File: src/rtl/instruction_fetch.sv
// Fetch stage: PC, imem req/ack, decoder valid/ready, and redirects to ARM-style branch targets.
// Optional BL link-register write is enabled by defining LINK_EN.
module instruction_fetch #(
  parameter int              ADDR_W   = 32,
  parameter logic [ADDR_W-1:0] RESET_PC = '0
) (
  input  logic              clk,
  input  logic              reset_n,
  output logic              imem_req,
  output logic [ADDR_W-1:0] imem_addr,
  input  logic              imem_ack,
  input  logic [31:0]       imem_rdata,
  output logic [31:0]       instruction_set,
  output logic              instr_valid,
  output logic [ADDR_W-1:0] instr_pc,
  input  logic              dec_ready,
  input  logic              br_taken,
  input  logic [ADDR_W-1:0] br_pc,
  input  logic [23:0]       br_address,
  input  logic              br_link,
  output logic              link_we,
  output logic [ADDR_W-1:0] link_data
);

  typedef enum logic [1:0] {S_IDLE, S_FETCH, S_DRAIN, S_HOLD} state_t;

  localparam logic [ADDR_W-1:0] PC_STEP    = ADDR_W'(4);
  localparam logic [ADDR_W-1:0] BR_BIAS    = ADDR_W'(8);
  localparam logic [ADDR_W-1:0] ALIGN_MASK = {{(ADDR_W-2){1'b1}}, 2'b00};

  state_t              r_state;
  logic [ADDR_W-1:0]   r_pc;
  logic [ADDR_W-1:0]   r_drain_addr;
  logic [31:0]         r_instr;
  logic                r_valid;
  logic [ADDR_W-1:0]   r_instr_pc;

  logic signed [ADDR_W-1:0] w_br_off;
  logic [ADDR_W-1:0]        w_target_raw;
  logic [ADDR_W-1:0]        w_target;

  // Branch offset is a signed word count; the +8 models the ARM pipeline PC bias.
  assign w_br_off     = {{(ADDR_W-26){br_address[23]}}, br_address, 2'b00};
  assign w_target_raw = br_pc + BR_BIAS + $unsigned(w_br_off);
  assign w_target     = w_target_raw & ALIGN_MASK;

  assign imem_req        = (r_state == S_FETCH) || (r_state == S_DRAIN);
  assign imem_addr       = (r_state == S_DRAIN) ? r_drain_addr : r_pc;
  assign instruction_set = r_instr;
  assign instr_valid     = r_valid;
  assign instr_pc        = r_instr_pc;

  always_ff @(posedge clk or negedge reset_n) begin
    if (!reset_n) begin
      r_state      <= S_IDLE;
      r_pc         <= RESET_PC;
      r_drain_addr <= '0;
      r_instr      <= '0;
      r_valid      <= 1'b0;
      r_instr_pc   <= '0;
    end else begin
      case (r_state)
        S_IDLE: r_state <= S_FETCH;
        S_FETCH: begin
          if (br_taken) begin
            r_pc <= w_target;
            // Unacknowledged request must complete at its old address before refetching.
            if (!imem_ack) begin
              r_drain_addr <= r_pc;
              r_state      <= S_DRAIN;
            end
          end else if (imem_ack) begin
            r_instr    <= imem_rdata;
            r_instr_pc <= r_pc;
            r_valid    <= 1'b1;
            r_pc       <= r_pc + PC_STEP;
            r_state    <= S_HOLD;
          end
        end
        S_DRAIN: begin
          if (br_taken) r_pc <= w_target;
          if (imem_ack) r_state <= S_FETCH;
        end
        S_HOLD: begin
          if (br_taken) begin
            r_valid <= 1'b0;
            r_pc    <= w_target;
            r_state <= S_FETCH;
          end else if (dec_ready) begin
            r_valid <= 1'b0;
            r_state <= S_FETCH;
          end
        end
        default: r_state <= S_IDLE;
      endcase
    end
  end

`ifdef LINK_EN
  logic              r_link_we;
  logic [ADDR_W-1:0] r_link_data;

  always_ff @(posedge clk or negedge reset_n) begin
    if (!reset_n) begin
      r_link_we   <= 1'b0;
      r_link_data <= '0;
    end else begin
      r_link_we <= br_taken & br_link;
      if (br_taken && br_link) r_link_data <= br_pc + PC_STEP;
    end
  end

  assign link_we   = r_link_we;
  assign link_data = r_link_data;
`else
  logic w_unused_br_link;

  assign w_unused_br_link = br_link;
  assign link_we          = 1'b0;
  assign link_data        = '0;
`endif

endmodule

File: config.mk
export PLATFORM = sky130hd
export DESIGN_NAME = instruction_fetch
export DESIGN_NICKNAME = d
export VERILOG_FILES = /design/src/rtl/instruction_fetch.sv
export SDC_FILE = /design/constraint.sdc
export NUM_CORES = 1
export LEC_CHECK = 0
export ABC_AREA = 1
export CORE_ASPECT_RATIO = 0.7
export CORE_MARGIN = 8
export CORE_UTILIZATION = 54
export CTS_CLUSTER_DIAMETER = 40
export DETAILED_ROUTE_END_ITERATION = 8
export GPL_TIMING_DRIVEN = 0
export HOLD_SLACK_MARGIN = 0.15
export PLACE_DENSITY = 0.95
export SLEW_MARGIN = 20
export SYNTH_ARGS = -nofsm -noshare
export SYNTH_HDL_FRONTEND = slang
export SYNTH_SLANG_ARGS = --single-unit
File: constraint.sdc
create_clock -name clk -period 3.75 [get_ports clk]
set_clock_uncertainty 0.1 [all_clocks]
set_input_delay 0.75 -clock clk [delete_from_list [all_inputs] [get_ports clk]]
set_output_delay 0.75 -clock clk [all_outputs]
set_load 0.005 [all_outputs]
==> results.md <==
- The final setup TNS is 0 ns.
- Summed over all layers, the global routing overflow is 0.
- The placed wire-length estimate after detailed placement is 23400 um.
- The cell with the largest stage delay on the worst path is clkdlybuf4s50_1.
- The synthesized area divided by synthesized cell count is about 6.9 sq um.
- Of the synthesized area, sequential elements account for 35.8%.
- The clock latency at the later pin of the worst-skew pair is 0.42 ns.
- Entering global routing, the biggest net connects 73 pins.
- Pin placement for this block handled 225 I/O pins.
- The number of placed instances, taps included, is 1700.
- The TritonCTS buffer count is 17.
- The number of nets with antenna violations after routing is 0.
- The total count of hold-check failures in the final report came to 0.
- TritonCTS built the clock tree.
- For this block, the via count after detailed routing is 9709.
- For this run, the total global-route usage over all layers was measured as between 20 and 30%.
- The detailed-route wire length is about 31000 um.
- Final hold analysis gives a worst-case slack of 0.187 ns.
- Traced cell by cell, the critical path runs through inv_1 -> ha_1 -> buf_2 -> clkbuf_1 -> nand2_1 -> o21ai_0 -> clkdlybuf4s50_1.
- The first-pass iteration count of the detailed router is 6.
- The final critical-path required period is 3.42 ns.
- Before CTS, the worst setup slack after placement is 0.213 ns.
- From synthesis to final layout, the design area changed by 32.5%.
- The fill cell total of the finished layout is 1242.
- The global placer's final weighted congestion is about 0.95.
- The floorplan step set the die height to 122 um.
- The die covers 20600 sq um.
- The number of buffers added on ports is 184.
- Setup violations remaining at the end of the flow were counted as 0.
- The count of flip-flops with a built-in enable after synthesis is 0.
- The worst hold path belongs to the class in2async.
- Measured against its own limit, the worst slew margin works out to 49.8%.
- The share of power burned in the clock network is 19.9%.
- After synthesis the cells add up to 8750 sq um.
- The fraction of registers with async set or reset after synthesis is 100%.
- The transition at the pin with the smallest max-transition slack is 0.746 ns.
- The placement row count is 39.
- The post-CTS setup-driven buffer insertion count is 0.
- Of all nets on the critical path, the largest fanout is 10.
- The max-slew violation total from the final report is 0.
- The most used standard cell by instance count after synthesis is nand2_1.
- After the last flow step, the layout net total stands at roughly 1700.
- The number of buffers and inverters on the critical path is 4.
- The arrival time at the worst endpoint is between 2 and 3 ns.
- The first-pass GRT wire length is 47600 um.
- For this design the ratio of total power to cell area is 720 nW/um^2.
- In the finished design, the share of the clock period the worst path needs comes to 91.2%.
- The number of H-tree branching levels is 4.
- Ranked by total cell area, the synthesized netlist is headed by dfrtp_1, nand2_1, ha_1.
- Once layout is done, the placed cells without fillers occupy 11600 sq um.
- The flow ran to the end, and the final reports show no timing, DRC or antenna violations.
- In this run, the combinational gates consume 49.9% of the power.
- Broken down by cell family, the worst path's largest delay share belongs to buffers and inverters.
- The share of cells above drive strength 1 is under 10%.
- The reported leakage power is 5.90 nW.
- In the synthesized netlist the dominant register cell turns out to be dfrtp_1.
- The maximum clock path buffer count is 2.
- The commonest cells after synthesis are nand2_1, inv_1, dfrtp_1, o21ai_0, nor2_1.
- The critical path is of the reg2out type.
- The synthesized design spends more area on one cell type than any other, namely dfrtp_1.
- The endpoint required time on the critical path is 2.90 ns.
- STA classifies the critical path endpoint as a primary output.
- The number of antenna violations at the first check in global routing came to 0.
- The ratio of routed vias to standard cells is 5.61.
- The maximum clock frequency is about 0.29 GHz.
- The total DRC errors in the routed layout is 0.
- The proportion of power drawn by flip-flops and latches is 30.2%.
- For this configuration, the core starts out at a cell density of 54.3%.
- Setup repair after global routing left no endpoint under its margin.
- The number of global-route vias before repair was 9117.
- The clock net in this run drives a total of roughly 130 sinks.
- The post-CTS clock slew at the launch and capture registers of the worst setup and hold paths is 0.06 ns.
- The filler-free cell count of the finished design is 1731.
- The tree is rooted in a clkbuf_16.
- The number of violations of the max-capacitance limit is 0.
- The antenna diode instance count is 0.
- The starting DRC count in detailed routing is 1449.
- The synthesized instance count is about 1300.
- The number of gates resized after CTS is 0.
- VDD sags by at most 0.526 mV.
- After floorplanning, the core was sized to cover 16100 sq um.
- The category of the worst setup path launch point is a register.
- The cts-stage hold buffer count is 0.
- Of the post-synthesis cell area, the dominant cell type holds a little over a third.
- In the final routed layout, each cell accounts on average for about 18 um.
- Net switching is 42.4% of the power.
- The internal power contribution is 4.81 mW.
- The switching power is approximately 3.5 mW.
- In this run the cell area measured after placement is around 11000 sq um.
- The floorplan step set the die width to 168 um.
- Counting flops and latches in the post-synthesis netlist gives 125.
- On the worst path, the slowest cell contributes a delay of 0.58 ns.
- The number of warnings reported in the yosys synthesis log is 0.
- Once routing completed, OpenROAD measured the worst setup slack at 0.331 ns.
- The number of distinct library cell variants in the gate-level netlist after synthesis is 40.
layout by cell type, fill, tap and decap left out, types with 3 or more instances in the layout:
master | synthesis | routed
buf_2 | 9 | 9
dfrtp_1 | 125 | 125
inv_1 | 137 | 137
clkdlybuf4s50_1 | 0 | 183
nor2_1 | 90 | 90
nor2_2 | 3 | 3
nand3_1 | 78 | 78
conb_1 | 1 | 37
nand2_2 | 4 | 4
nand2_1 | 444 | 444
nor3_2 | 3 | 3
buf_4 | 39 | 39
inv_6 | 0 | 4
nor3_1 | 10 | 10
xor2_1 | 4 | 4
nand4_1 | 18 | 18
buf_1 | 4 | 4
clkbuf_1 | 24 | 24
nand3_2 | 3 | 3
o211ai_1 | 4 | 4
o21ai_1 | 5 | 5
clkinv_2 | 0 | 4
clkbuf_16 | 0 | 17
a21oi_1 | 52 | 52
ha_1 | 61 | 61
o21bai_1 | 4 | 4
o21ai_0 | 125 | 125
o22ai_1 | 5 | 5
power by group through the flow:
stage / Combinational, mW / Sequential [mW] / Clock (mW)
2_1_floorplan: 2.01 / 2.41 / 0
3_3_place_gp: 3.88 / 2.45 / 0
3_5_place_dp: 4.03 / 2.47 / 0
4_1_cts: 4.10 / 2.49 / 1.65
5_1_grt: 4.53 / 2.57 / 1.72
6_report: 4.17 / 2.52 / 1.66
worst reg2reg max path: cells and delay by family (launching register included):
kind                       cells  cell delay [ns]
AOI/OAI and AO/OA              2             0.32
adders and majority gates      1             0.19
buffers and inverters          4             0.87
DFF                            1             0.40
and+or+nand+nor                2             0.52
per-layer routing:
metal,vias to the layer above,wire length (um),global-route usage (%)
met2,645,13600,44.1
met3,88,3910,8.52
li1,4515,-,-
met4,0,845,10.1
met1,4461,12700,39.0
met5,-,0,0
sequential cells by signal, indices dropped and copies added (netlist names):
name             cells
instruction_set     32
r_pc                30
instr_pc            30
r_state              2
instr_valid          1
r_drain_addr        30
path summary, 6_finish.rpt:
path	startpoint	endpoint	slack [ns]	cells after the start
max reg2reg	r_state[0]	r_pc[30]	1.28	9
max in group asynchronous	reset_n	instr_pc[26]	2.62	2
min	reset_n	instruction_set[10]	0.19	1
min reg2reg	instruction_set[28]	instruction_set[28]	0.38	2
max	r_state[0]	imem_addr[28]	0.33	7
min in group clk	instruction_set[28]	instruction_set[28]	0.38	2
per-stage QoR:
stage	power [mW]	utilization [%]
floorplan	4.41	-
global placement	6.33	68.2
finish	8.35	72.0
detailed placement	6.50	68.4
CTS	8.24	72.0
global route	8.82	72.0
area by class of cell:
cell class                      count  area, sq um  share of cell area, %
Buffer                             76          443                   3.82
Timing Repair Buffer              185         1870                   16.1
Sequential cell                   125         3130                   27.0
Multi-Input combinational cell    970         4790                   41.3
Inverter                          139          522                   4.50
Tap cell                          205          256                   2.21
Clock buffer                       18          439                   3.79
Clock inverter                     13          140                   1.21
cells by family (layout without fill, tap and decap cells):
group	after synthesis	after routing	synth area share (%)
other	1	37	0.0429
adders and majority gates	62	62	8.95
buffers and inverters	215	431	11.0
DFF	125	125	35.8
and+or+nand+nor	663	663	31.5
AOI/OAI and AO/OA	202	202	12.1
xor gates and xnor gates	6	6	0.601
Power figures use the tool's default switching activity.
